`config.mk`:
```
export PLATFORM = sky130hd
export DESIGN_NAME = mem_ctrl
export DESIGN_NICKNAME = d
export VERILOG_FILES = /design/src/rtl/mem_ctrl.sv
export SDC_FILE = /design/constraint.sdc
export NUM_CORES = 1
export LEC_CHECK = 0
export ABC_CLOCK_PERIOD_IN_PS = 3100
export CORE_ASPECT_RATIO = 0.75
export CORE_MARGIN = 2
export CORE_UTILIZATION = 30
export DETAILED_ROUTE_END_ITERATION = 8
export GPL_ROUTABILITY_DRIVEN = 0
export PLACE_DENSITY = 0.54
export SLEW_MARGIN = 20
export SYNTH_ARGS = -nofsm -noshare
export SYNTH_HDL_FRONTEND = slang
export SYNTH_SLANG_ARGS = --single-unit
```
`constraint.sdc`:
```
create_clock -name clk -period 3.1 [get_ports clk]
set_clock_uncertainty 0.05 [all_clocks]
set_input_delay 0.31 -clock clk [delete_from_list [all_inputs] [get_ports clk]]
set_output_delay 0.31 -clock clk [all_outputs]
set_load 0.01 [all_outputs]
```
`src/rtl/mem_ctrl.sv`:
```
// mem_ctrl: owner of the single byte-wide RAM port.
//
// Shares the RAM between the instruction fetcher (word reads only) and the
// load/store buffer (1/2/4-byte loads and stores). Each granted access is
// split into byte transfers on consecutive cycles. Read bytes are assembled
// little-endian and zero-extended. Completion is a one-cycle ok pulse to the
// requester.
//
// Arbitration is round-robin when both sides request. A ROB flush aborts an
// in-flight read. A write that has started always runs to completion.
//
// Ports:
//   clk, rst             clock, synchronous active-high reset
//   rdy                  global enable; low freezes all state, mem_wr reads 0
//   from_if_*            fetch request (level) and address
//   to_if_ok/to_if_data  fetch completion pulse and fetched word
//   from_lsb_*           LSB request, direction, length-1, address, store data
//   to_lsb_ok/to_lsb_data LSB completion pulse and zero-extended load data
//   from_rob_set         flush / mispredict
//   mem_din/mem_dout/mem_a/mem_wr   RAM port (1-cycle read latency)
//   io_buffer_full       I/O write buffer full
//
// Optional feature: define MCTR_IO_STALL_EN to hold write bytes that target
// the I/O region (addr[17:16] == IO_BASE_HI) while io_buffer_full is high.
// When the macro is undefined, io_buffer_full is ignored.

module mem_ctrl #(
    parameter logic [1:0] IO_BASE_HI = 2'b11
) (
    input  logic        clk,
    input  logic        rst,
    input  logic        rdy,
    input  logic        from_if_ready,
    input  logic [31:0] from_if_addr,
    output logic        to_if_ok,
    output logic [31:0] to_if_data,
    input  logic        from_lsb_ready,
    input  logic        from_lsb_wr,
    input  logic [1:0]  from_lsb_len,
    input  logic [31:0] from_lsb_addr,
    input  logic [31:0] from_lsb_data,
    output logic        to_lsb_ok,
    output logic [31:0] to_lsb_data,
    input  logic        from_rob_set,
    input  logic [7:0]  mem_din,
    output logic [7:0]  mem_dout,
    output logic [31:0] mem_a,
    output logic        mem_wr,
    input  logic        io_buffer_full
);

    localparam logic [1:0] ST_IDLE  = 2'd0;
    localparam logic [1:0] ST_READ  = 2'd1;
    localparam logic [1:0] ST_WRITE = 2'd2;

    logic [1:0]  state_reg;
    logic [2:0]  idx_reg;          // READ: step number; WRITE: bytes issued
    logic [31:0] base_reg;
    logic [1:0]  len_reg;
    logic [31:0] wdata_reg;
    logic        owner_reg;        // 1 = LSB, 0 = IF
    logic        last_grant_reg;   // 1 = LSB, 0 = IF
    logic [31:0] rbuf_reg;
    logic        mem_wr_reg;
    logic [31:0] mem_a_reg;
    logic [7:0]  mem_dout_reg;
    logic        to_if_ok_reg;
    logic        to_lsb_ok_reg;
    logic [31:0] to_if_data_reg;
    logic [31:0] to_lsb_data_reg;
    logic        rdy_prev_reg;
    logic [7:0]  skid_reg;

    assign to_if_ok    = to_if_ok_reg;
    assign to_lsb_ok   = to_lsb_ok_reg;
    assign to_if_data  = to_if_data_reg;
    assign to_lsb_data = to_lsb_data_reg;
    assign mem_a       = mem_a_reg;
    assign mem_dout    = mem_dout_reg;
    assign mem_wr      = mem_wr_reg & rdy;

    logic [2:0]  nbytes;
    logic [2:0]  last_step;
    logic [31:0] cur_addr;
    assign nbytes    = {1'b0, len_reg} + 3'd1;
    assign last_step = nbytes + 3'd1;
    assign cur_addr  = base_reg + {29'd0, idx_reg};

    // The RAM keeps clocking while rdy is low, so after the first frozen edge
    // mem_din already shows the byte one address ahead. The byte that was due
    // at that edge is parked in skid_reg and consumed on the first live edge.
    logic [7:0] din_eff;
    assign din_eff = rdy_prev_reg ? mem_din : skid_reg;

    // Byte i of a read is captured at step i+2.
    logic [31:0] rd_word;
    generate
        for (genvar gi = 0; gi < 4; gi++) begin : g_lane
            assign rd_word[8*gi +: 8] = (idx_reg == 3'(gi + 2)) ? din_eff
                                                                : rbuf_reg[8*gi +: 8];
        end
    endgenerate

    logic [7:0] wr_byte;
    always_comb begin
        wr_byte = wdata_reg[7:0];
        case (idx_reg[1:0])
            2'd1:    wr_byte = wdata_reg[15:8];
            2'd2:    wr_byte = wdata_reg[23:16];
            2'd3:    wr_byte = wdata_reg[31:24];
            default: wr_byte = wdata_reg[7:0];
        endcase
    end

    // Arbitration: requesters keep ready high during their ok cycle, so no
    // grant is made while either ok is high.
    logic        grant_any;
    logic        grant_lsb;
    logic [31:0] sel_addr;
    logic [31:0] sel_data;
    logic [1:0]  sel_len;
    logic        sel_wr;
    assign grant_lsb = from_lsb_ready && (!from_if_ready || !last_grant_reg);
    assign grant_any = (state_reg == ST_IDLE) && !from_rob_set
                       && !to_if_ok_reg && !to_lsb_ok_reg
                       && (from_if_ready || from_lsb_ready);
    assign sel_addr  = grant_lsb ? from_lsb_addr : from_if_addr;
    assign sel_data  = grant_lsb ? from_lsb_data : 32'd0;
    assign sel_len   = grant_lsb ? from_lsb_len : 2'd3;
    assign sel_wr    = grant_lsb & from_lsb_wr;

    logic grant_stall;
    logic wr_stall;
`ifdef MCTR_IO_STALL_EN
    assign grant_stall = (sel_addr[17:16] == IO_BASE_HI) && io_buffer_full;
    assign wr_stall    = (cur_addr[17:16] == IO_BASE_HI) && io_buffer_full;
`else
    logic unused_io;
    assign unused_io   = io_buffer_full;
    assign grant_stall = 1'b0;
    assign wr_stall    = 1'b0;
`endif

    always_ff @(posedge clk) begin
        if (rst) begin
            state_reg       <= ST_IDLE;
            idx_reg         <= 3'd0;
            base_reg        <= 32'd0;
            len_reg         <= 2'd0;
            wdata_reg       <= 32'd0;
            owner_reg       <= 1'b0;
            last_grant_reg  <= 1'b1;
            rbuf_reg        <= 32'd0;
            mem_wr_reg      <= 1'b0;
            mem_a_reg       <= 32'd0;
            mem_dout_reg    <= 8'd0;
            to_if_ok_reg    <= 1'b0;
            to_lsb_ok_reg   <= 1'b0;
            to_if_data_reg  <= 32'd0;
            to_lsb_data_reg <= 32'd0;
            rdy_prev_reg    <= 1'b1;
            skid_reg        <= 8'd0;
        end else begin
            rdy_prev_reg <= rdy;
            if (!rdy && rdy_prev_reg) begin
                skid_reg <= mem_din;
            end
            if (rdy) begin
                to_if_ok_reg  <= 1'b0;
                to_lsb_ok_reg <= 1'b0;
                case (state_reg)
                    ST_IDLE: begin
                        if (grant_any) begin
                            base_reg       <= sel_addr;
                            len_reg        <= sel_len;
                            wdata_reg      <= sel_data;
                            owner_reg      <= grant_lsb;
                            last_grant_reg <= grant_lsb;
                            rbuf_reg       <= 32'd0;
                            mem_a_reg      <= sel_addr;
                            if (sel_wr) begin
                                state_reg    <= ST_WRITE;
                                mem_dout_reg <= sel_data[7:0];
                                mem_wr_reg   <= !grant_stall;
                                idx_reg      <= grant_stall ? 3'd0 : 3'd1;
                            end else begin
                                state_reg <= ST_READ;
                                idx_reg   <= 3'd1;
                            end
                        end
                    end
                    ST_READ: begin
                        if (from_rob_set) begin
                            state_reg <= ST_IDLE;
                        end else begin
                            rbuf_reg <= rd_word;
                            if (idx_reg < nbytes) begin
                                mem_a_reg <= cur_addr;
                            end
                            if (idx_reg == last_step) begin
                                state_reg <= ST_IDLE;
                                if (owner_reg) begin
                                    to_lsb_ok_reg   <= 1'b1;
                                    to_lsb_data_reg <= rd_word;
                                end else begin
                                    to_if_ok_reg    <= 1'b1;
                                    to_if_data_reg  <= rd_word;
                                end
                            end else begin
                                idx_reg <= idx_reg + 3'd1;
                            end
                        end
                    end
                    ST_WRITE: begin
                        // Stores are committed: flush is ignored here.
                        if (idx_reg == nbytes) begin
                            mem_wr_reg <= 1'b0;
                            state_reg  <= ST_IDLE;
                            if (owner_reg) begin
                                to_lsb_ok_reg <= 1'b1;
                            end else begin
                                to_if_ok_reg  <= 1'b1;
                            end
                        end else if (wr_stall) begin
                            mem_wr_reg <= 1'b0;
                        end else begin
                            mem_a_reg    <= cur_addr;
                            mem_dout_reg <= wr_byte;
                            mem_wr_reg   <= 1'b1;
                            idx_reg      <= idx_reg + 3'd1;
                        end
                    end
                    default: state_reg <= ST_IDLE;
                endcase
            end
        end
    end

endmodule
```
==> summary.txt <==
Worst setup path
  – Worst setup SP type: register
  – CP Launch Point: len_reg[1]
  – Worst Path Required: 3.48 ns
  – Setup CP Type: register to register
  – Reg-to-Reg Start: len_reg[1]
  – Worst Setup End Kind: register
  – WP data arrival: 3.25 ns
  – Crit-path max FO: 8

Route
  – Avg WL per Cell: 17.3 um
  – Routed WL: 33000 um
  – DR pass1 iterations: 6
  – DR vias: 9692
  – DR vias/cell: 5.07
  – Post-DRT Antenna Nets: 0
  – # DRC: 0
  – Drt initial violations: 646

Global route
  – Largest net degree at the start of global routing: 112
  – Number of global-route vias before repair: 9037
  – GRT Total Usage: 18.0%
  – Initial antenna violation count: 0
  – Overflow after GRT: 0
  – First-pass GRT wire length: 51300 um

Logic synthesis
  – Post-synthesis sequential area ratio: 42.7%
  – Syn nets: 1386
  – EDFF count, synth: 0
  – Synth warn: 0
  – Post-synth cell types: 63
  – Asr flop ratio synth: 0%
  – Syn_area_per_cell: 8.25 um^2
  – Synth Instances: 1255
  – Netlist Area Pre-Place: 0.0104 mm^2
  – Flop and latch count out of synthesis: 221
  – Top FF cell, synth: dfxtp_1

Cells and area
  – Non-Filler Instances: 1913
  – Final instance area: 0.0140 mm^2
  – Area grow syn2layout: 35.3%
  – Finished Core Util: 41.5%
  – Layout cells sized above 1: 7.52%
  – Fillers: 3436
  – Nets: 1575

Floorplan
  – Die Wd: 219 um
  – Core Area: 0.0337 mm^2
  – Die height: 165 um
  – Starting Density: 30.7%
  – Std-Cell Rows: 58
  – # IOs: 221
  – Die footprint: 0.0360 mm^2

Power and ir drop
  – Leak pwr: 5.13 nW
  – Overall power: 7.37 mW
  – VDD IR-drop max: 285 uV
  – PwrDens: 526 mW/mm^2

STA
  – Count of final hold-check violations: 0
  – Post-route setup slack: 0.232 ns
  – RSZ-0062 raised after global routing: false
  – Period utilisation layout: 92.5%
  – Period minus WS final: 2.87 ns
  – Setup_tns: 0 ns
  – Max Slew Vio Count: 0
  – Final setup viols: 0
  – Slew margin rel.: 50.2%
  – Least-Margin Pin Slew: 0.741 ns
  – Max frequency: 0.349 GHz
  – WHS: 0.305 ns

Clocking
  – Post-CTS Setup Inserts: 0
  – TritonCTS clock tree: yes
  – Root buffer cell: clkbuf_16
  – Clock Tree Buf Depth: 3
  – Clock-pin slew on the worst setup and hold paths: 0.06 ns
  – CTS Buf Count: 25
  – Clock Sink Count: 221
  – # H-tree levels: 1
  – Clk_lat worst skew: 0.52 ns

Hold path
  – Hold Crit Class: primary input to register
  – Min-delay src: from_lsb_data[8]

Place
  – Placed cells: 1866
  – DP Worst Slack: 0.254 ns
  – Post-DP HPWL: 23500 um
  – Post-place instance area: 0.0131 mm^2
  – Port Buffers: 219

Status
  – Status: completed

Run
  – Max Cap Viol: 0
==> cells in the mapped netlist, types with 4 or more instances <==
master     number  area, um^2
o21ai_0        55         275
a222oi_1        8        80.1
ha_1           16         200
dfxtp_1       221        4420
buf_1           4        15.0
o32ai_1         6        52.6
mux2_2         11         124
buf_2          13        65.1
inv_1          20        75.1
a22oi_1        32         240
nor2_1        156         586
and3_1          5        31.3
nand3_1        54         270
o2111ai_1       9        78.8
a211oi_1       45         338
o32ai_2         6        97.6
o221ai_1        4        35.0
a21oi_1       115         576
nand2b_1       22         138
nor2b_1         6        37.5
nand2_1       172         646
xor2_1         13         114
nand4_1         9        56.3
a31oi_1         4        25.0
nor4_1          4        25.0
mux2i_1        84         841
clkbuf_1       75         282
and2_1          5        31.3
nor3_1         24         120
and4_1          8        70.1
==> area by class of cell <==
class / instances / area, um^2 / area share [%]
multi-input combinational: 918 / 5490 / 39.2
sequential: 221 / 4420 / 31.6
timing repair buffer: 258 / 2540 / 18.1
clock buffer: 38 / 774 / 5.53
tap: 450 / 563 / 4.02
clock inverter: 7 / 141 / 1.01
inverter: 20 / 75.1 / 0.536
antenna: 1 / 2.50 / 0.0179
==> metal layers <==
layer  track usage, %  routed length [um]  vias to the layer above
li1                 -                   -                     4830
met2             27.0               14200                      241
met1             27.1               16500                     4580
met4             3.37                 562                        0
met5                0                   0                        -
met3             2.67                1760                       41
==> where the power goes <==
group	internal (mW)	switching [mW]	leakage, nW
sequential	2.95	0.0889	1.79
combinational	0.480	0.600	2.89
clock	2.05	1.20	0.449
total	5.48	1.89	5.13
==> repair_timing <==
item | CTS | global route
endpoints found under the hold margin | 8 | 0
gates resized for setup | 0 | 0
hold buffers | 1 | 0
==> layout by cell type, fill, tap and decap left out, drive strengths merged, types with 9 or more instances in the layout <==
master and instances:
xor2 13, a21oi 116, o2111ai 9, nand2b 22, nand2 172, o21ai 57, mux2 11, clkbuf 38
dfxtp 221, a22oi 32, mux2i 84, nand3 54, inv 21, clkdlybuf4s50 218, buf 39, ha 16
o32ai 12, nand4 9, nor3 24, a211oi 45, nor2 157
==> final timing paths <==
kind	endpoint	slack, ns	depth (start not counted)
worst max-delay path	mem_a[13]	0.23	8
worst min register to register	wdata_reg[15]	0.40	2
worst max register to register	mem_a[13]	0.23	8
worst min-delay path	wdata_reg[8]	0.30	3
==> critical path: stages (launching register included) <==
cell and delay (ns):
dfxtp_1 0.34, ha_1 0.29, inv_1 0.05, ha_1 0.30, and4_1 0.23, a211o_1 0.32
or2_1 0.25, or3_1 0.61, o32ai_2 0.34
==> cell families (layout without fill, tap and decap cells) <==
| group | count (synthesis) | after routing | synth area share, % |
|---|---|---|---|
| other | 0 | 1 | 0 |
| AOI/OAI and AO/OA | 311 | 311 | 19.5 |
| and+or+nand+nor | 480 | 480 | 20.6 |
| DFF | 221 | 221 | 42.7 |
| buffers and inverters | 116 | 323 | 4.49 |
| muxes | 95 | 95 | 9.32 |
| xor gates and xnor gates | 15 | 15 | 1.27 |
| adders and majority gates | 17 | 17 | 2.13 |
Note: power is estimated with default switching activity, not from simulation.
